[src/rtl/act_pipe.sv]
// Multi-lane activation stage: ReLU / leaky / clip / saturating bypass with optional rounding,
// built as a 2-stage valid/ready pipeline that also keeps saturation statistics.
module act_pipe #(
    parameter int unsigned DATA_WIDTH = 16,
    parameter int unsigned INT_WIDTH  = 2,
    parameter int unsigned LANES      = 4,
    parameter int unsigned LEAK_SHIFT = 3,
    parameter int          CLIP_VAL   = 'h4000,
    parameter int unsigned ROUND      = 0,
    parameter int unsigned CNT_W      = 16
) (
    input  logic                              clk,
    input  logic                              rst,
    input  logic                              in_valid,
    output logic                              in_ready,
    input  logic [LANES*2*DATA_WIDTH-1:0]     in_data,
    input  logic [1:0]                        in_mode,
    output logic                              out_valid,
    input  logic                              out_ready,
    output logic [LANES*DATA_WIDTH-1:0]       out_data,
    output logic [LANES-1:0]                  out_sat,
    input  logic                              clr_stats,
    output logic [CNT_W-1:0]                  sat_count,
    output logic                              sat_sticky
);

    localparam int unsigned IN_W = 2 * DATA_WIDTH;
    localparam int unsigned F    = DATA_WIDTH - INT_WIDTH;
    localparam int unsigned YW   = IN_W + 1 - F;
    localparam int unsigned PW   = $clog2(LANES + 1);

    localparam logic [1:0] MODE_RELU  = 2'b00;
    localparam logic [1:0] MODE_LEAKY = 2'b01;
    localparam logic [1:0] MODE_CLIP  = 2'b10;

    localparam logic signed [IN_W:0]   RND_ADD = {{(IN_W-F+1){1'b0}}, 1'b1, {(F-1){1'b0}}};
    localparam logic [DATA_WIDTH-1:0]  SAT_MAX = {1'b0, {(DATA_WIDTH-1){1'b1}}};
    localparam logic [DATA_WIDTH-1:0]  SAT_MIN = {1'b1, {(DATA_WIDTH-1){1'b0}}};
    localparam logic [DATA_WIDTH-1:0]  CLIP_L  = DATA_WIDTH'(CLIP_VAL);
    localparam logic [CNT_W+PW-1:0]    CNT_MAX = {{PW{1'b0}}, {CNT_W{1'b1}}};

    logic                  r_s1_valid;
    logic [1:0]            r_s1_mode;
    logic [YW-1:0]         r_s1_y [LANES];
    logic [LANES-1:0]      r_s1_neg;
    logic                  r_out_valid;
    logic [LANES*DATA_WIDTH-1:0] r_out_data;
    logic [LANES-1:0]      r_out_sat;
    logic [CNT_W-1:0]      r_sat_count;
    logic                  r_sat_sticky;

    logic                  w_s1_load;
    logic                  w_s2_load;
    logic signed [IN_W:0]  w_x [LANES];
    logic signed [IN_W:0]  w_v [LANES];
    logic [YW-1:0]         w_y [LANES];
    logic [LANES-1:0]      w_ovf;
    logic [DATA_WIDTH-1:0] w_satv [LANES];
    logic [DATA_WIDTH-1:0] w_r [LANES];
    logic [LANES-1:0]      w_sat;
    logic [PW-1:0]         w_pop;
    logic [CNT_W+PW-1:0]   w_sum;
    logic [CNT_W-1:0]      w_cnt_next;

    assign w_s2_load = r_s1_valid && (!r_out_valid || out_ready);
    assign in_ready  = !r_s1_valid || w_s2_load;
    assign w_s1_load = in_valid && in_ready;

    // Stage 1: optional leak shift, rounding bias, then drop the F fraction bits.
    always_comb begin
        for (int i = 0; i < LANES; i++) begin
            w_x[i] = {in_data[i*IN_W + IN_W - 1], in_data[i*IN_W +: IN_W]};
            if (in_mode == MODE_LEAKY && w_x[i][IN_W]) begin
                w_v[i] = w_x[i] >>> LEAK_SHIFT;
            end else begin
                w_v[i] = w_x[i];
            end
            if (ROUND != 0) begin
                w_v[i] = w_v[i] + RND_ADD;
            end
            w_y[i] = w_v[i][IN_W:F];
        end
    end

    // Stage 2: range saturation, then mode-specific zeroing / clipping of the result.
    always_comb begin
        w_pop = '0;
        for (int i = 0; i < LANES; i++) begin
            w_ovf[i] = !((&r_s1_y[i][YW-1:DATA_WIDTH-1]) || !(|r_s1_y[i][YW-1:DATA_WIDTH-1]));
            if (w_ovf[i]) begin
                w_satv[i] = r_s1_y[i][YW-1] ? SAT_MIN : SAT_MAX;
            end else begin
                w_satv[i] = r_s1_y[i][DATA_WIDTH-1:0];
            end
            w_r[i]   = w_satv[i];
            w_sat[i] = w_ovf[i];
            if (r_s1_mode == MODE_RELU || r_s1_mode == MODE_CLIP) begin
                if (r_s1_neg[i]) begin
                    w_r[i]   = '0;
                    w_sat[i] = 1'b0;
                end else if (r_s1_mode == MODE_CLIP && $signed(w_satv[i]) > $signed(CLIP_L)) begin
                    w_r[i] = CLIP_L;
                end
            end
            w_pop = w_pop + PW'(w_sat[i]);
        end
    end

    assign w_sum      = {{PW{1'b0}}, r_sat_count} + {{CNT_W{1'b0}}, w_pop};
    assign w_cnt_next = (w_sum > CNT_MAX) ? {CNT_W{1'b1}} : w_sum[CNT_W-1:0];

    always_ff @(posedge clk) begin
        if (rst) begin
            r_s1_valid <= 1'b0;
            r_s1_mode  <= '0;
            r_s1_neg   <= '0;
            for (int i = 0; i < LANES; i++) begin
                r_s1_y[i] <= '0;
            end
        end else begin
            if (w_s1_load) begin
                r_s1_valid <= 1'b1;
                r_s1_mode  <= in_mode;
                for (int i = 0; i < LANES; i++) begin
                    r_s1_y[i]   <= w_y[i];
                    r_s1_neg[i] <= w_x[i][IN_W];
                end
            end else if (w_s2_load) begin
                r_s1_valid <= 1'b0;
            end
        end
    end

    always_ff @(posedge clk) begin
        if (rst) begin
            r_out_valid <= 1'b0;
            r_out_data  <= '0;
            r_out_sat   <= '0;
        end else if (w_s2_load) begin
            r_out_valid <= 1'b1;
            r_out_sat   <= w_sat;
            for (int i = 0; i < LANES; i++) begin
                r_out_data[i*DATA_WIDTH +: DATA_WIDTH] <= w_r[i];
            end
        end else if (out_ready) begin
            r_out_valid <= 1'b0;
        end
    end

    // A clear wins over a same-cycle increment; that beat is not counted.
    always_ff @(posedge clk) begin
        if (rst || clr_stats) begin
            r_sat_count  <= '0;
            r_sat_sticky <= 1'b0;
        end else if (w_s2_load) begin
            r_sat_count  <= w_cnt_next;
            r_sat_sticky <= r_sat_sticky || (w_pop != '0);
        end
    end

    assign out_valid  = r_out_valid;
    assign out_data   = r_out_data;
    assign out_sat    = r_out_sat;
    assign sat_count  = r_sat_count;
    assign sat_sticky = r_sat_sticky;

endmodule

[config.mk]
export PLATFORM = sky130hd
export DESIGN_NAME = act_pipe
export DESIGN_NICKNAME = d
export VERILOG_FILES = /design/src/rtl/act_pipe.sv
export SDC_FILE = /design/constraint.sdc
export NUM_CORES = 1
export LEC_CHECK = 0
export CORE_ASPECT_RATIO = 1.25
export CORE_MARGIN = 2
export CORE_UTILIZATION = 44
export CTS_CLUSTER_SIZE = 16
export DETAILED_ROUTE_END_ITERATION = 12
export GPL_TIMING_DRIVEN = 0
export MAX_ROUTING_LAYER = met4
export PLACE_DENSITY = 0.77
export REMOVE_ABC_BUFFERS = 1
export SLEW_MARGIN = 10
export SYNTH_ARGS = -nofsm -noshare
export SYNTH_HDL_FRONTEND = slang
export SYNTH_SLANG_ARGS = --single-unit
[constraint.sdc]
create_clock -name clk -period 3.45 [get_ports clk]
set_input_delay 0.5175 -clock clk [delete_from_list [all_inputs] [get_ports clk]]
set_output_delay 0.5175 -clock clk [all_outputs]
set_load 0.1 [all_outputs]
==> results.ini, run 1 <==
[setup_path]
path_class = flip-flop to flip-flop
crit_arrival_ps = 3770
critPathCaptureType = flip-flop
required_ps = 3800
worstPathMaxFanout = 4
ff2ff_path_depth = 10
start_kind = flip-flop
crit_start = r_s1_y[1][16]$_SDFFCE_PN0P_
reg2reg_slack_ps = 40
reg2reg_to = sat_count[7]$_SDFFE_PP0P_
reg2reg_from = r_s1_y[1][16]$_SDFFCE_PN0P_
crit_path_end = sat_count[7]$_SDFFE_PP0P_

[logic_synthesis]
synthDistinctLibCells = 47
syn_area_mm2 = 0.00798
synth_top_area_frac = 0.271
yosys.area_share.simple = 0.262
synth_flop_cell = dfxtp_1
syn_area_per_cell_um2 = 8.16
synthTopCellsByArea = edfxtp_1 27%, dfxtp_1 23%, nand2_1 13%, a21oi_1 7.6%, nor2_1 5.8%
synthXorXnorAreaFrac = 0.00439
synth_compound_area_frac = 0.178
yosysWarnings = 0
muxShareOfSynthArea = 0
syn-instance-count = 979
yosysTopAreaCell = edfxtp_1
synth_seq_cells = 165
synth_edf_count = 72
synthAdderAreaFrac = 0.0129
synth_top_family_by_area = simple AND/OR/NAND/NOR gates
async_flop_share = 0
yosysSeqAreaShare = 0.504

[routing]
wl_per_cell_um = 15.4
ant_nets = 0
wl_um = 21000
drcViolationCount = 0
drt_iter0_markers = 516
vias = 7356
dr.pass1.iters = 5
via_per_inst = 5.40

[floorplan]
design.die.area_mm2 = 0.0192
die_w_um = 124
die_h_um = 155
ios = 222
start_util = 0.445
core_area_mm2 = 0.0180
rows = 55

[cts]
clock_path_buffers = 2
cts_root_buf = clkbuf_16
clkSinkCount = 165
clkLatencyLatePin_ps = 430
clk_pin_slew_ps = 70
htreeDepth = 4
cts_buffers = 17
cts_tree = built

[run]
maxCapViolCount = 0

[global_routing]
gr-usage-met3 = 0.0474
top_usage_layer = met2
grt_pass1_vias = 6755
grt_usage = 0.220
grt_start_max_net_pins = 69
grt_use_met1 = 0.257
antenna_found_initial = 0
grt_pass1_wl_um = 33500
met2_usage = 0.367
grt-ovfl-total = 0

[sta]
grt_setup_unrepaired = yes
fmax_mhz = 293
fin_skew_ps = 9.75
final-max-slew-violation-count = 0
hold_viol = 0
finalSetupViolations = 0
setup_total_negative_slack_ps = 0
slew_headroom = 0.265
period_share = 0.990
min_period_ps = 3410
timing.hold.ws_ps = 450
worst_slew_pin_slew_ps = 1100

[outcome]
status = completed

[pwr]
pwr-share-seq = 0.436
vdd_drop_max_mv = 0.281
clock_power_share = 0.335
intPower_mw = 3.50
power_mw = 5.18
power_frac_comb = 0.229
p_switching_mw = 1.68
p_per_area_mw_per_mm2 = 488
p_leak_nw = 3.98
swShare = 0.325

[cells_and_area]
final.fill_count = 1521
post-route-util = 0.592
layout_commonest_cell = nand2_1
syn2layout_area_growth_pct = 33.1
drive_above_1_share = 0.0819
multi_input_area_mm2 = 0.00383
regArea_mm2 = 0.00402
layout.nets = 1264
final_cell_mix = 276 x nand2_1, 165 x clkdlybuf4s50_1, 122 x nor2_1
diodes = 0

[min_path]
holdPathStages = 2
hold_path_class = flip-flop to flip-flop
hp-start = out_data[7]$_SDFFE_PP0P_

[placed_design]
place_congestion = 0.852
post-dp-hpwl_um = 14000
io_buffers = 165

## flip-flops by register name (all words and copies together), names as in the netlist
| name | cells |
|---|---|
| out_valid | 1 |
| sat_sticky | 1 |
| sat_count | 16 |
| out_data | 64 |
| r_s1_mode | 2 |
| r_s1_y | 72 |
| r_s1_valid | 1 |
| out_sat | 4 |
| r_s1_neg | 4 |
## through the flow
step	instances	worst slack, ps	instance area (um2)
6_report	1363	35.4	10600
5_1_grt	1363	-28.7	10600
4_1_cts	1356	10.5	10500
3_5_place_dp	1301	-755	9720
3_3_place_gp	1299	-2060	9640
2_1_floorplan	906	-710	7710
## worst min-delay path by stage
stage / endpoint / slack [ps]
after floorplan: r_s1_neg[0]$_SDFFE_PP0P_ / 440
after global placement: out_data[1]$_SDFFE_PP0P_ / 440
after detailed placement: out_data[10]$_SDFFE_PP0P_ / 440
after CTS: out_data[10]$_SDFFE_PP0P_ / 450
after global routing: out_data[26]$_SDFFE_PP0P_ / 470
final: out_data[7]$_SDFFE_PP0P_ / 450
## power by group through the flow
stage          combinational, mW  clock [mW]  sequential, mW
6_report                    1.19        1.74            2.26
5_1_grt                     1.27        1.85            2.27
4_1_cts                     1.14        1.76            2.26
3_5_place_dp                1.04           0            2.34
3_3_place_gp                1.02           0            2.34
2_1_floorplan              0.363           0            2.68
## cells in the mapped netlist, types with 9 or more instances
cell type	count
edfxtp_1	72
clkbuf_1	66
a21oi_1	122
a31oi_1	10
or3_1	9
o31ai_1	33
a21o_1	15
nor3_1	12
o21ai_0	17
nand2_1	278
nor2_1	124
a22o_1	20
nor4_1	15
dfxtp_1	93
## layout make-up
class,count,share of cell area
Timing Repair Buffer,197,0.181
Multi-Input combinational cell,734,0.360
Clock buffer,17,0.0400
Tap cell,228,0.0269
Clock inverter,15,0.0101
Inverter,7,0.00271
Sequential cell,165,0.379
## cells by family after synthesis
family | Yosys count
AND/OR/NAND/NOR | 492
AO/OA/AOI/OAI | 231
flip-flops | 165
buffers and inverters | 80
adder cells (fa/ha/maj) | 7
XOR/XNOR | 4
## critical path: stages (launching register included)
cell and delay [ps]:
edfxtp_1 380, or3_1 380, and3_4 200, fa_1 500, ha_4 190, ha_4 230
ha_4 260, and3_4 170, o211ai_1 230, or4_2 620, a31oi_2 180
## routing by layer
layer  up-vias  wire (um)
met2       180      10700
met4         0        696
met5         -          0
met3        47        903
met1      3465       8660
li1       3664          -
## what timing repair did
item | in CTS | in global routing
hold buffers | 0 | 0
pin swaps | 2 | 12
setup buffers | 23 | 7
gates cloned | 0 | 0
endpoints found under the hold margin | 0 | 0
gates resized for setup | 9 | 14
setup endpoints to repair | 16 | 15
Power figures use the tool's default switching activity.
==> run 2, diff against run 1 <==
--- a/config.mk
+++ b/config.mk
@@ -14,7 +14,6 @@
 export MAX_ROUTING_LAYER = met4
 export PLACE_DENSITY = 0.77
 export REMOVE_ABC_BUFFERS = 1
-export SLEW_MARGIN = 10
 export SYNTH_ARGS = -nofsm -noshare
 export SYNTH_HDL_FRONTEND = slang
 export SYNTH_SLANG_ARGS = --single-unit
==> run 2 against run 1 <==
  * The flow now finishes with violations (negative setup slack)
  * Clock power grew 15%
  * Clock skew grew 2.1 ps
  * Largest cell class unchanged
  * Cell area grew 0.12%
  * Largest power group unchanged
  * Utilization is 0.070 points higher
  * Power grew 4.8%
  * Cell count shrank 0.22%
==> results.ini, run 2 (synthesized netlist as in run 1, its figures left out) <==
[floorplan]
core_area_mm2 = 0.0180  ; unchanged
die_w_um = 124  ; unchanged
start_util = 0.445  ; unchanged
die_h_um = 155  ; unchanged
ios = 222  ; unchanged
design.die.area_mm2 = 0.0192  ; unchanged
rows = 55  ; unchanged

[routing]
drcViolationCount = 0  ; unchanged
ant_nets = 0  ; unchanged
wl_per_cell_um = 15.4  ; +0.33%
drt_iter0_markers = 625  ; +21%
vias = 7321  ; -0.48%
wl_um = 21000  ; +0.10%
via_per_inst = 5.38  ; -0.26%
dr.pass1.iters = 5  ; unchanged

[cts]
clkSinkCount = 165  ; unchanged
htreeDepth = 4  ; unchanged
cts_buffers = 17  ; unchanged
clock_path_buffers = 2  ; unchanged
clkLatencyLatePin_ps = 430  ; about the same
cts_root_buf = clkbuf_16
clk_pin_slew_ps = 70  ; about the same
cts_tree = built
hold_buffers = 0  ; unchanged

[global_routing]
antenna_found_initial = 0  ; unchanged
grt_pass1_wl_um = 34100  ; +1.5%
grt_usage = 0.223  ; +0.00266
grt_start_max_net_pins = 73  ; +5.8%
grt-ovfl-total = 0  ; unchanged
grt_pass1_vias = 6791  ; +0.53%

[sta]
period_share = 1.01  ; +0.0197
grt_setup_unrepaired = yes
finalSetupViolations = 1  ; +1
min_period_ps = 3480  ; +67.9 ps
hold_viol = 0  ; unchanged
timing.hold.ws_ps = 449  ; -1.29 ps
slew_headroom = 0.0714  ; -0.193
setup_total_negative_slack_ps = -32.5  ; -32.5 ps
worst_slew_pin_slew_ps = 1390  ; +291 ps
layout_setup_ws_ps = -32.5  ; -67.9 ps
final-max-slew-violation-count = 0  ; unchanged
fmax_mhz = 287  ; -1.9%
fin_skew_ps = 11.8  ; +2.10 ps

[setup_path]
path_class = flip-flop to flip-flop
required_ps = 3810  ; about the same
crit_chain = or3_4 -> nand2_4 -> nor2_2 -> fa_1 -> ha_2 -> ha_4 -> ha_4 -> and3_4 -> o211ai_1 -> buf_4 -> or4_4 -> a31oi_4
slowest_stage = fa_1
reg2reg_slack_ps = -30  ; -70 ps
reg2reg_to = sat_count[7]$_SDFFE_PP0P_
cp_slowest_stage_delay_ps = 500  ; -120 ps
cpMostUsedCell = ha_4
critPathBufInv = 1  ; +1
crit_family = adder cells
critPathCaptureType = flip-flop
start_kind = flip-flop
worstPathMaxFanout = 5  ; +1
ff2ff_path_depth = 12  ; +2
reg2reg_from = r_s1_y[3][17]$_SDFFCE_PN0P_
crit_arrival_ps = 3850  ; +80 ps

[pwr]
p_per_area_mw_per_mm2 = 511  ; +4.7%
p_leak_nw = 4.00  ; +0.48%
vdd_drop_max_mv = 0.287  ; +2.0%
power_mw = 5.43  ; +4.8%

[min_path]
hold_path_class = flip-flop to flip-flop
hp-start = out_data[7]$_SDFFE_PP0P_
holdPathStages = 2  ; unchanged
min_to = out_data[7]$_SDFFE_PP0P_

[placed_design]
placed_area_mm2 = 0.00968  ; -0.39%
post-dp-hpwl_um = 13800  ; -1.5%
io_buffers = 165  ; unchanged
place_ws_ps = -782  ; -26.6 ps
place_congestion = 0.852  ; unchanged
dp_cells = 1300  ; -0.077%

[cells_and_area]
layout.nets = 1261  ; -0.24%
final_cell_mix = 276 x nand2_1, 165 x clkdlybuf4s50_1, 123 x nor2_1
fin_area_mm2 = 0.0106  ; +0.12%
final.fill_count = 1511  ; -0.66%
largest_reg_flops = 72  ; unchanged
layout_commonest_cell = nand2_1
drive_above_1_share = 0.0760  ; -0.00597
post-route-util = 0.592  ; +0.000697
final_cells = 1360  ; -0.22%
syn2layout_area_growth_pct = 33.2
regMostFlops = r_s1_y
diodes = 0  ; unchanged

[outcome]
violations = negative setup slack
status = finished with violations

[run]
maxCapViolCount = 0  ; unchanged

-- run 2: layout make-up --
| type | count | area (um2) | share of cell area |
|---|---|---|---|
| clock buffer | 19 | 433 | 0.0407 |
| sequential | 165 | 4020 | 0.378 |
| clock inverter | 13 | 181 | 0.0171 |
| multi-input combinational | 734 | 3790 | 0.357 |
| tap | 228 | 285 | 0.0268 |
| timing repair buffer | 194 | 1890 | 0.178 |
| inverter | 7 | 28.8 | 0.00271 |
-- run 2: routing by layer --
layer	up-vias	routed length, um	track usage
met4	0	427	0.0840
met5	-	0	-
met2	180	10800	0.376
met1	3454	8880	0.263
met3	28	879	0.0470
li1	3659	-	-
-- run 2: repair_timing --
action / in CTS / in global routing
endpoints found under the hold margin: 0 / 0
endpoints found under the setup margin: 16 / 14
gates resized for setup: 13 / 10
setup buffers: 22 / 6
pin swaps: 3 / 12
-- run 2: worst reg2reg max path, cell delays in order, from the launching register on --
cell      delay (ps)
edfxtp_1         440
or3_4            420
nand2_4           90
nor2_2            50
fa_1             500
ha_2             200
ha_4             230
ha_4             260
and3_4           170
o211ai_1         240
buf_4            230
or4_4            430
a31oi_4          180
-- run 2: how the worst max path moves through the flow --
stage	end	cells after the start	slack [ps]	startpoint
after CTS	sat_count[7]$_SDFFE_PP0P_	12	20	r_s1_y[3][17]$_SDFFCE_PN0P_
after global routing	sat_count[7]$_SDFFE_PP0P_	12	-80	r_s1_y[3][17]$_SDFFCE_PN0P_
final	sat_count[7]$_SDFFE_PP0P_	12	-30	r_s1_y[3][17]$_SDFFCE_PN0P_
after global placement	out_data[51]$_SDFFE_PP0P_	3	-2060	rst
after detailed placement	sat_count[7]$_SDFFE_PP0P_	10	-780	r_s1_y[1][17]$_SDFFCE_PN0P_
after floorplan	r_s1_y[0][0]$_SDFFCE_PN0P_	3	-710	out_valid$_SDFFE_PP0P_
-- run 2: power by group --
group | leakage [nW] | total (mW) | switching (mW) | internal, mW
clock | 0.289 | 2.00 | 0.794 | 1.21
sequential | 1.55 | 2.26 | 0.0930 | 2.17
combinational | 2.16 | 1.16 | 0.771 | 0.394
total | 4.00 | 5.43 | 1.66 | 3.77
